**src/rtl/rf_write_scheduler_if.sv**
```systemverilog
// Bundles the writers, reservation/check ports and register-file write port of
// rf_write_scheduler.
//   master : writeback stage, mul/div unit, late-load path, issue logic
//   slave  : the scheduler itself
// Signals:
//   wb_*      pipeline writeback (never refused)
//   md_*      mul/div result request with ack
//   ld_*      late-load request with ack
//   rsv_*     reserve a destination register for a long-latency write
//   chk_*     RAW hazard lookups against the pending scoreboard
//   pending   scoreboard, bit 0 always 0
//   stall     pipeline must hold wb_wr low while set
//   rf_*      register file write port
interface rf_write_scheduler_if;
  logic        wb_wr;
  logic [4:0]  wb_addr;
  logic [31:0] wb_data;

  logic        md_req;
  logic [4:0]  md_addr;
  logic [31:0] md_data;
  logic        md_ack;

  logic        ld_req;
  logic [4:0]  ld_addr;
  logic [31:0] ld_data;
  logic        ld_ack;

  logic        rsv_valid;
  logic [4:0]  rsv_addr;

  logic [4:0]  chk_addr1;
  logic [4:0]  chk_addr2;
  logic        chk_busy1;
  logic        chk_busy2;

  logic [31:0] pending;
  logic        stall;

  logic        rf_wr;
  logic [4:0]  rf_addr;
  logic [31:0] rf_data;

  modport master (
    output wb_wr, wb_addr, wb_data,
    output md_req, md_addr, md_data,
    input  md_ack,
    output ld_req, ld_addr, ld_data,
    input  ld_ack,
    output rsv_valid, rsv_addr,
    output chk_addr1, chk_addr2,
    input  chk_busy1, chk_busy2,
    input  pending, stall,
    input  rf_wr, rf_addr, rf_data
  );

  modport slave (
    input  wb_wr, wb_addr, wb_data,
    input  md_req, md_addr, md_data,
    output md_ack,
    input  ld_req, ld_addr, ld_data,
    output ld_ack,
    input  rsv_valid, rsv_addr,
    input  chk_addr1, chk_addr2,
    output chk_busy1, chk_busy2,
    output pending, stall,
    output rf_wr, rf_addr, rf_data
  );
endinterface

```
**src/rtl/rf_write_scheduler.sv**
```systemverilog
// Arbitrates the single register-file write port between the pipeline writeback
// stage (absolute priority), the mul/div unit and the late-load path (round-robin
// between the two). Tracks pending long-latency writes for RAW hazard checks and
// raises stall when a long-latency requester has waited STARVE_LIMIT cycles.
// Ports:
//   clk    clock
//   reset  asynchronous reset, active low
//   bus    rf_write_scheduler_if.slave (writers, scoreboard, rf write port)
module rf_write_scheduler #(
  parameter int unsigned STARVE_LIMIT = 4  // legal 1..7
) (
  input logic              clk,
  input logic              reset,
  rf_write_scheduler_if.slave bus
);

  // Which long-latency writer was served most recently.
  typedef enum logic {
    RrMdLast = 1'b0,
    RrLdLast = 1'b1
  } rr_e;

  rr_e         rr_q, rr_d;
  logic [2:0]  cnt_q, cnt_d;
  logic [31:1] pending_q, pending_d;

  logic        grant_wb;
  logic        grant_md;
  logic        grant_ld;
  logic [4:0]  win_addr;
  logic [31:0] win_data;
  logic        rf_wr;
  logic [31:0] pending_full;

  // Grant selection and write-port mux.
  always_comb begin
    grant_wb = 1'b0;
    grant_md = 1'b0;
    grant_ld = 1'b0;
    win_addr = bus.wb_addr;
    win_data = bus.wb_data;

    if (bus.wb_wr) begin
      grant_wb = 1'b1;
    end else if (bus.md_req && bus.ld_req) begin
      if (rr_q == RrLdLast) grant_md = 1'b1;
      else                  grant_ld = 1'b1;
    end else if (bus.md_req) begin
      grant_md = 1'b1;
    end else if (bus.ld_req) begin
      grant_ld = 1'b1;
    end

    // Nothing reaches the register file while reset is asserted.
    if (!reset) begin
      grant_wb = 1'b0;
      grant_md = 1'b0;
      grant_ld = 1'b0;
    end

    if (grant_md) begin
      win_addr = bus.md_addr;
      win_data = bus.md_data;
    end else if (grant_ld) begin
      win_addr = bus.ld_addr;
      win_data = bus.ld_data;
    end

    // Writes to x0 are acked but dropped.
    rf_wr = (grant_wb || grant_md || grant_ld) && (win_addr != 5'd0);
  end

  // Next-state for rr, starvation counter and scoreboard.
  always_comb begin
    rr_d      = rr_q;
    cnt_d     = 3'd0;
    pending_d = pending_q;

    if (grant_md)      rr_d = RrMdLast;
    else if (grant_ld) rr_d = RrLdLast;

    if (grant_md || grant_ld) begin
      cnt_d = 3'd0;
    end else if (bus.md_req || bus.ld_req) begin
      cnt_d = (cnt_q == 3'd7) ? cnt_q : cnt_q + 3'd1;
    end

    // Set is applied after clear so a same-cycle reserve wins.
    for (int i = 1; i < 32; i++) begin
      if (rf_wr && (win_addr == 5'(i)))                  pending_d[i] = 1'b0;
      if (bus.rsv_valid && (bus.rsv_addr == 5'(i)))      pending_d[i] = 1'b1;
    end
  end

  always_ff @(posedge clk or negedge reset) begin
    if (!reset) begin
      rr_q      <= RrLdLast;
      cnt_q     <= 3'd0;
      pending_q <= '0;
    end else begin
      rr_q      <= rr_d;
      cnt_q     <= cnt_d;
      pending_q <= pending_d;
    end
  end

  assign pending_full  = {pending_q, 1'b0};

  assign bus.md_ack    = grant_md;
  assign bus.ld_ack    = grant_ld;
  assign bus.rf_wr     = rf_wr;
  assign bus.rf_addr   = win_addr;
  assign bus.rf_data   = win_data;
  assign bus.pending   = pending_full;
  // Decoded straight from the counter register so it cannot glitch.
  assign bus.stall     = (cnt_q >= 3'(STARVE_LIMIT));
  assign bus.chk_busy1 = (bus.chk_addr1 != 5'd0) && pending_full[bus.chk_addr1];
  assign bus.chk_busy2 = (bus.chk_addr2 != 5'd0) && pending_full[bus.chk_addr2];

endmodule

```
**src/flat_wrapper.sv**
```systemverilog
// flat-port wrapper written by rule: the top's interface ports become plain ports
module rf_write_scheduler_flat 
#(
  parameter int unsigned STARVE_LIMIT = 4               
)
  (clk, reset, bus_wb_wr, bus_wb_addr, bus_wb_data, bus_md_req, bus_md_addr, bus_md_data, bus_md_ack, bus_ld_req, bus_ld_addr, bus_ld_data, bus_ld_ack, bus_rsv_valid, bus_rsv_addr, bus_chk_addr1, bus_chk_addr2, bus_chk_busy1, bus_chk_busy2, bus_pending, bus_stall, bus_rf_wr, bus_rf_addr, bus_rf_data);
  rf_write_scheduler_if bus_i ();
  input logic clk;
  input logic reset;
  input wire logic [$bits(bus_i.wb_wr)-1:0] bus_wb_wr;
  input wire logic [$bits(bus_i.wb_addr)-1:0] bus_wb_addr;
  input wire logic [$bits(bus_i.wb_data)-1:0] bus_wb_data;
  input wire logic [$bits(bus_i.md_req)-1:0] bus_md_req;
  input wire logic [$bits(bus_i.md_addr)-1:0] bus_md_addr;
  input wire logic [$bits(bus_i.md_data)-1:0] bus_md_data;
  output wire logic [$bits(bus_i.md_ack)-1:0] bus_md_ack;
  input wire logic [$bits(bus_i.ld_req)-1:0] bus_ld_req;
  input wire logic [$bits(bus_i.ld_addr)-1:0] bus_ld_addr;
  input wire logic [$bits(bus_i.ld_data)-1:0] bus_ld_data;
  output wire logic [$bits(bus_i.ld_ack)-1:0] bus_ld_ack;
  input wire logic [$bits(bus_i.rsv_valid)-1:0] bus_rsv_valid;
  input wire logic [$bits(bus_i.rsv_addr)-1:0] bus_rsv_addr;
  input wire logic [$bits(bus_i.chk_addr1)-1:0] bus_chk_addr1;
  input wire logic [$bits(bus_i.chk_addr2)-1:0] bus_chk_addr2;
  output wire logic [$bits(bus_i.chk_busy1)-1:0] bus_chk_busy1;
  output wire logic [$bits(bus_i.chk_busy2)-1:0] bus_chk_busy2;
  output wire logic [$bits(bus_i.pending)-1:0] bus_pending;
  output wire logic [$bits(bus_i.stall)-1:0] bus_stall;
  output wire logic [$bits(bus_i.rf_wr)-1:0] bus_rf_wr;
  output wire logic [$bits(bus_i.rf_addr)-1:0] bus_rf_addr;
  output wire logic [$bits(bus_i.rf_data)-1:0] bus_rf_data;
  assign bus_i.wb_wr = bus_wb_wr;
  assign bus_i.wb_addr = bus_wb_addr;
  assign bus_i.wb_data = bus_wb_data;
  assign bus_i.md_req = bus_md_req;
  assign bus_i.md_addr = bus_md_addr;
  assign bus_i.md_data = bus_md_data;
  assign bus_md_ack = bus_i.md_ack;
  assign bus_i.ld_req = bus_ld_req;
  assign bus_i.ld_addr = bus_ld_addr;
  assign bus_i.ld_data = bus_ld_data;
  assign bus_ld_ack = bus_i.ld_ack;
  assign bus_i.rsv_valid = bus_rsv_valid;
  assign bus_i.rsv_addr = bus_rsv_addr;
  assign bus_i.chk_addr1 = bus_chk_addr1;
  assign bus_i.chk_addr2 = bus_chk_addr2;
  assign bus_chk_busy1 = bus_i.chk_busy1;
  assign bus_chk_busy2 = bus_i.chk_busy2;
  assign bus_pending = bus_i.pending;
  assign bus_stall = bus_i.stall;
  assign bus_rf_wr = bus_i.rf_wr;
  assign bus_rf_addr = bus_i.rf_addr;
  assign bus_rf_data = bus_i.rf_data;
  rf_write_scheduler #(.STARVE_LIMIT(STARVE_LIMIT)) u_core (.clk(clk), .reset(reset), .bus(bus_i));
endmodule
```
**config.mk**
```make
export PLATFORM = sky130hd
export DESIGN_NAME = rf_write_scheduler_flat
export DESIGN_NICKNAME = d
export VERILOG_FILES = /design/src/rtl/rf_write_scheduler_if.sv /design/src/rtl/rf_write_scheduler.sv /design/src/flat_wrapper.sv
export SDC_FILE = /design/constraint.sdc
export NUM_CORES = 1
export LEC_CHECK = 0
export ABC_AREA = 0
export CORE_MARGIN = 3
export CORE_UTILIZATION = 30
export CTS_CLUSTER_DIAMETER = 120
export DETAILED_ROUTE_END_ITERATION = 8
export GPL_ROUTABILITY_DRIVEN = 0
export PLACE_DENSITY = 0.69
export RECOVER_POWER = 100
export SLEW_MARGIN = 20
export SYNTH_ARGS = -nofsm -noshare
export SYNTH_HDL_FRONTEND = slang
export SYNTH_SLANG_ARGS = --single-unit
```
**constraint.sdc**
```tcl
create_clock -name clk -period 2.8 [get_ports clk]
set_input_delay 0.56 -clock clk [delete_from_list [all_inputs] [get_ports clk]]
set_output_delay 0.56 -clock clk [all_outputs]
set_load 0.005 [all_outputs]
```
==> impl_metrics.json <==
{
  "worst_pin_slew_ns": 0.705,
  "vias": 4181,
  "status": "finished, final reports clean",
  "critPathBufInv": 2,
  "nets": 769,
  "start_kind": "input pin",
  "synth-seq-cells": 35,
  "root_buffer": "clkbuf_8",
  "peakVddDrop_uv": 126,
  "synth.area.top_cells": "dfrtp_1 26%, mux2i_1 11%, mux4_2 10%, a21oi_1 5.6%, nor2_1 5.1%",
  "setup_ws_ns": 0.0337,
  "crit_type": "in2out",
  "fin_util_pct": 57.6,
  "r2r_setup_slack_ns": 0.31,
  "worst-path-stages": 5,
  "critPathTopFamily": "multiplexers",
  "power_mw": 1.71,
  "drcViolationCount": 0,
  "first_global_vias": 4253,
  "slowest_delay_ns": 0.50,
  "drt_iter0_drc": 207,
  "path_max_fanout": 5,
  "postCtsHoldBufs": 0,
  "min_period_ns": 2.77,
  "drv_slew": 0,
  "most-common-layout-cells": "144 x clkdlybuf4s50_1, 44 x nor2_1, 42 x buf_4, 36 x mux2i_1, 36 x a21oi_1",
  "setup_viol": 0,
  "firstDrtPassIters": 5,
  "clockBufferDepth": 2,
  "fill_cells": 971,
  "synth.cell_area_mm2": 0.00329,
  "slew_headroom_pct": 52.9,
  "skew_ns": 0.00986,
  "yosysSeqAreaShare_pct": 26.6,
  "cp.required_ns": 2.24,
  "crit_top_cell": "mux4_2",
  "ys_async_sr_fraction_pct": 100,
  "fmax_mhz": 362,
  "post_drt_wl_per_cell_um": 19.3,
  "htreeDepth": 2,
  "dieArea_mm2": 0.0123,
  "reg2reg_from": "u_core.rr_q",
  "p_seq_share_pct": 33.1,
  "synth_edf_count": 0,
  "syn_area_per_cell_um2": 8.44,
  "viasPerCell": 5.42,
  "synth_top_area_share_pct": 25.8,
  "yosys.area.top_type": "dfrtp_1",
  "end_kind": "primary output",
  "areaGrowthSynthToFinish_pct": 83.7,
  "layout_commonest_cell": "clkdlybuf4s50_1",
  "cts_tree": "built",
  "final_layout_size_suffix_gt1_share_pct": 18.3,
  "grt_overflow": 0,
  "arrival_ns": 2.21,
  "clock-sinks": 35,
  "dieHeight_um": 111,
  "hp-class": "in2async",
  "cp-startpoint": "bus_chk_addr2[2]",
  "cts_buffers": 5,
  "p_sw_mw": 0.551,
  "coreArea_mm2": 0.0105,
  "tns_ns": 0,
  "power.leakage_nw": 2.45,
  "dp_slack_ns": -0.697,
  "ios": 207,
  "intPower_mw": 1.16,
  "r2r_end": "u_core.pending_q[31]",
  "clk_latency_ns": 0.29,
  "grt_pass1_wl_mm": 23.1,
  "grt_usage_pct": 23.3,
  "period_share_pct": 98.8,
  "fp.dieW_um": 111,
  "synthCells": 390,
  "clkPwrFrac_pct": 21.2,
  "maxCapViolCount": 0,
  "portBuffers": 205,
  "hold_viol_final": 0,
  "yosys_warnings": 0,
  "n_antenna_cell": 0,
  "rows": 37,
  "ant_nets": 0,
  "synth_nets": 525,
  "synth_cell_types": 49,
  "dpl.hpwl_mm": 12.0,
  "routed_wl_mm": 14.9,
  "grt_max_degree": 38,
  "p_per_area_mw_per_mm2": 283,
  "combinationalPowerShare_pct": 45.7,
  "clkTransAtPathRegs_ns": 0.08,
  "worstPathCellList": "clkdlybuf4s15_1 > mux4_2 > mux4_2 > a22o_1 > dlygate4sd2_1",
  "slowest_stage": "mux4_2",
  "reg2reg_depth": 9,
  "antenna_found_initial": 1,
  "initial_utilization_pct": 31.3,
  "synth_ff_type": "dfrtp_1",
  "swShare_pct": 32.2
}
final cells by class:
type	count	area, um^2	area share (%)
clock buffer	6	72.6	1.20
inverter	15	58.8	0.972
multi-input combinational	309	2290	37.9
clock inverter	2	12.5	0.207
sequential	35	886	14.6
tap	136	170	2.81
timing repair buffer	268	2550	42.2
tightest hold or removal path, cell delays in order:
cell and delay, ns:
clkbuf_1 0.11, buf_4 0.16, buf_4 0.43
stage by stage:
step	instances	hold slack (ns)	instance area, um^2
floorplan	390	0.264	3290
global placement	753	0.506	5810
detailed placement	753	0.549	5810
CTS	770	0.492	6030
global route	771	0.591	6050
finish	771	0.530	6050
state kept, by name, summed over array words and instances (netlist names):
signal	flops
u_core.pending_q	31
u_core.cnt_q	3
u_core.rr_q	1
timing repair:
| item | in CTS | in global routing |
|---|---|---|
| gates resized for setup | 66 | 24 |
| setup endpoints to repair | 42 | 14 |
| cloned | 1 | 0 |
| setup buffers | 8 | 1 |
| hold endpoints to repair | 0 | 0 |
| pin swaps | 7 | 4 |
how the worst max path moves through the flow:
stage,endpoint
final,bus_chk_busy2
after CTS,bus_rf_addr[3]
after global placement,bus_chk_busy2
after global routing,bus_rf_addr[3]
after detailed placement,bus_chk_busy2
after floorplan,bus_chk_busy2
layer usage:
layer  routed length [um]  global-route usage, %  vias to the layer above
met4                  486                   7.55                        2
met3                 1810                   7.86                       33
met1                 5070                   25.9                     1940
met2                 7480                   41.5                      272
met5                   13                      0                        -
li1                     -                      -                     1934
Yosys cell counts (3+ instances only):
cell type	n
mux2i_1	36
o21ai_1	5
inv_2	3
a21oi_1	37
nand3_1	27
ha_1	3
nand2_1	34
buf_6	5
mux4_2	15
nand2b_1	5
o211ai_1	4
inv_1	11
o31ai_1	21
mux2_2	4
nor2b_1	5
o21bai_1	5
o21ai_0	29
clkbuf_1	11
buf_2	9
buf_1	5
o41ai_1	6
nor2_1	45
nor3_1	4
dfrtp_1	34
power groups by stage:
stage | clock network (mW) | registers [mW] | logic, mW
detailed placement | 0 | 0.575 | 0.775
floorplan | 0 | 0.565 | 0.301
global placement | 0 | 0.573 | 0.762
finish | 0.363 | 0.566 | 0.781
CTS | 0.370 | 0.566 | 0.783
global route | 0.384 | 0.570 | 0.842
cell families (layout without fill, tap and decap cells):
logic type	Yosys count	after routing	synth area share (%)
buf+inv	46	291	6.91
xor+xnor	1	1	0.266
fa+ha+maj	3	3	1.14
mux	55	55	22.6
compound gates	120	120	24.3
flops	35	35	26.6
other cells	1	1	0.114
simple gates	129	129	18.1
Power figures use the tool's default switching activity.
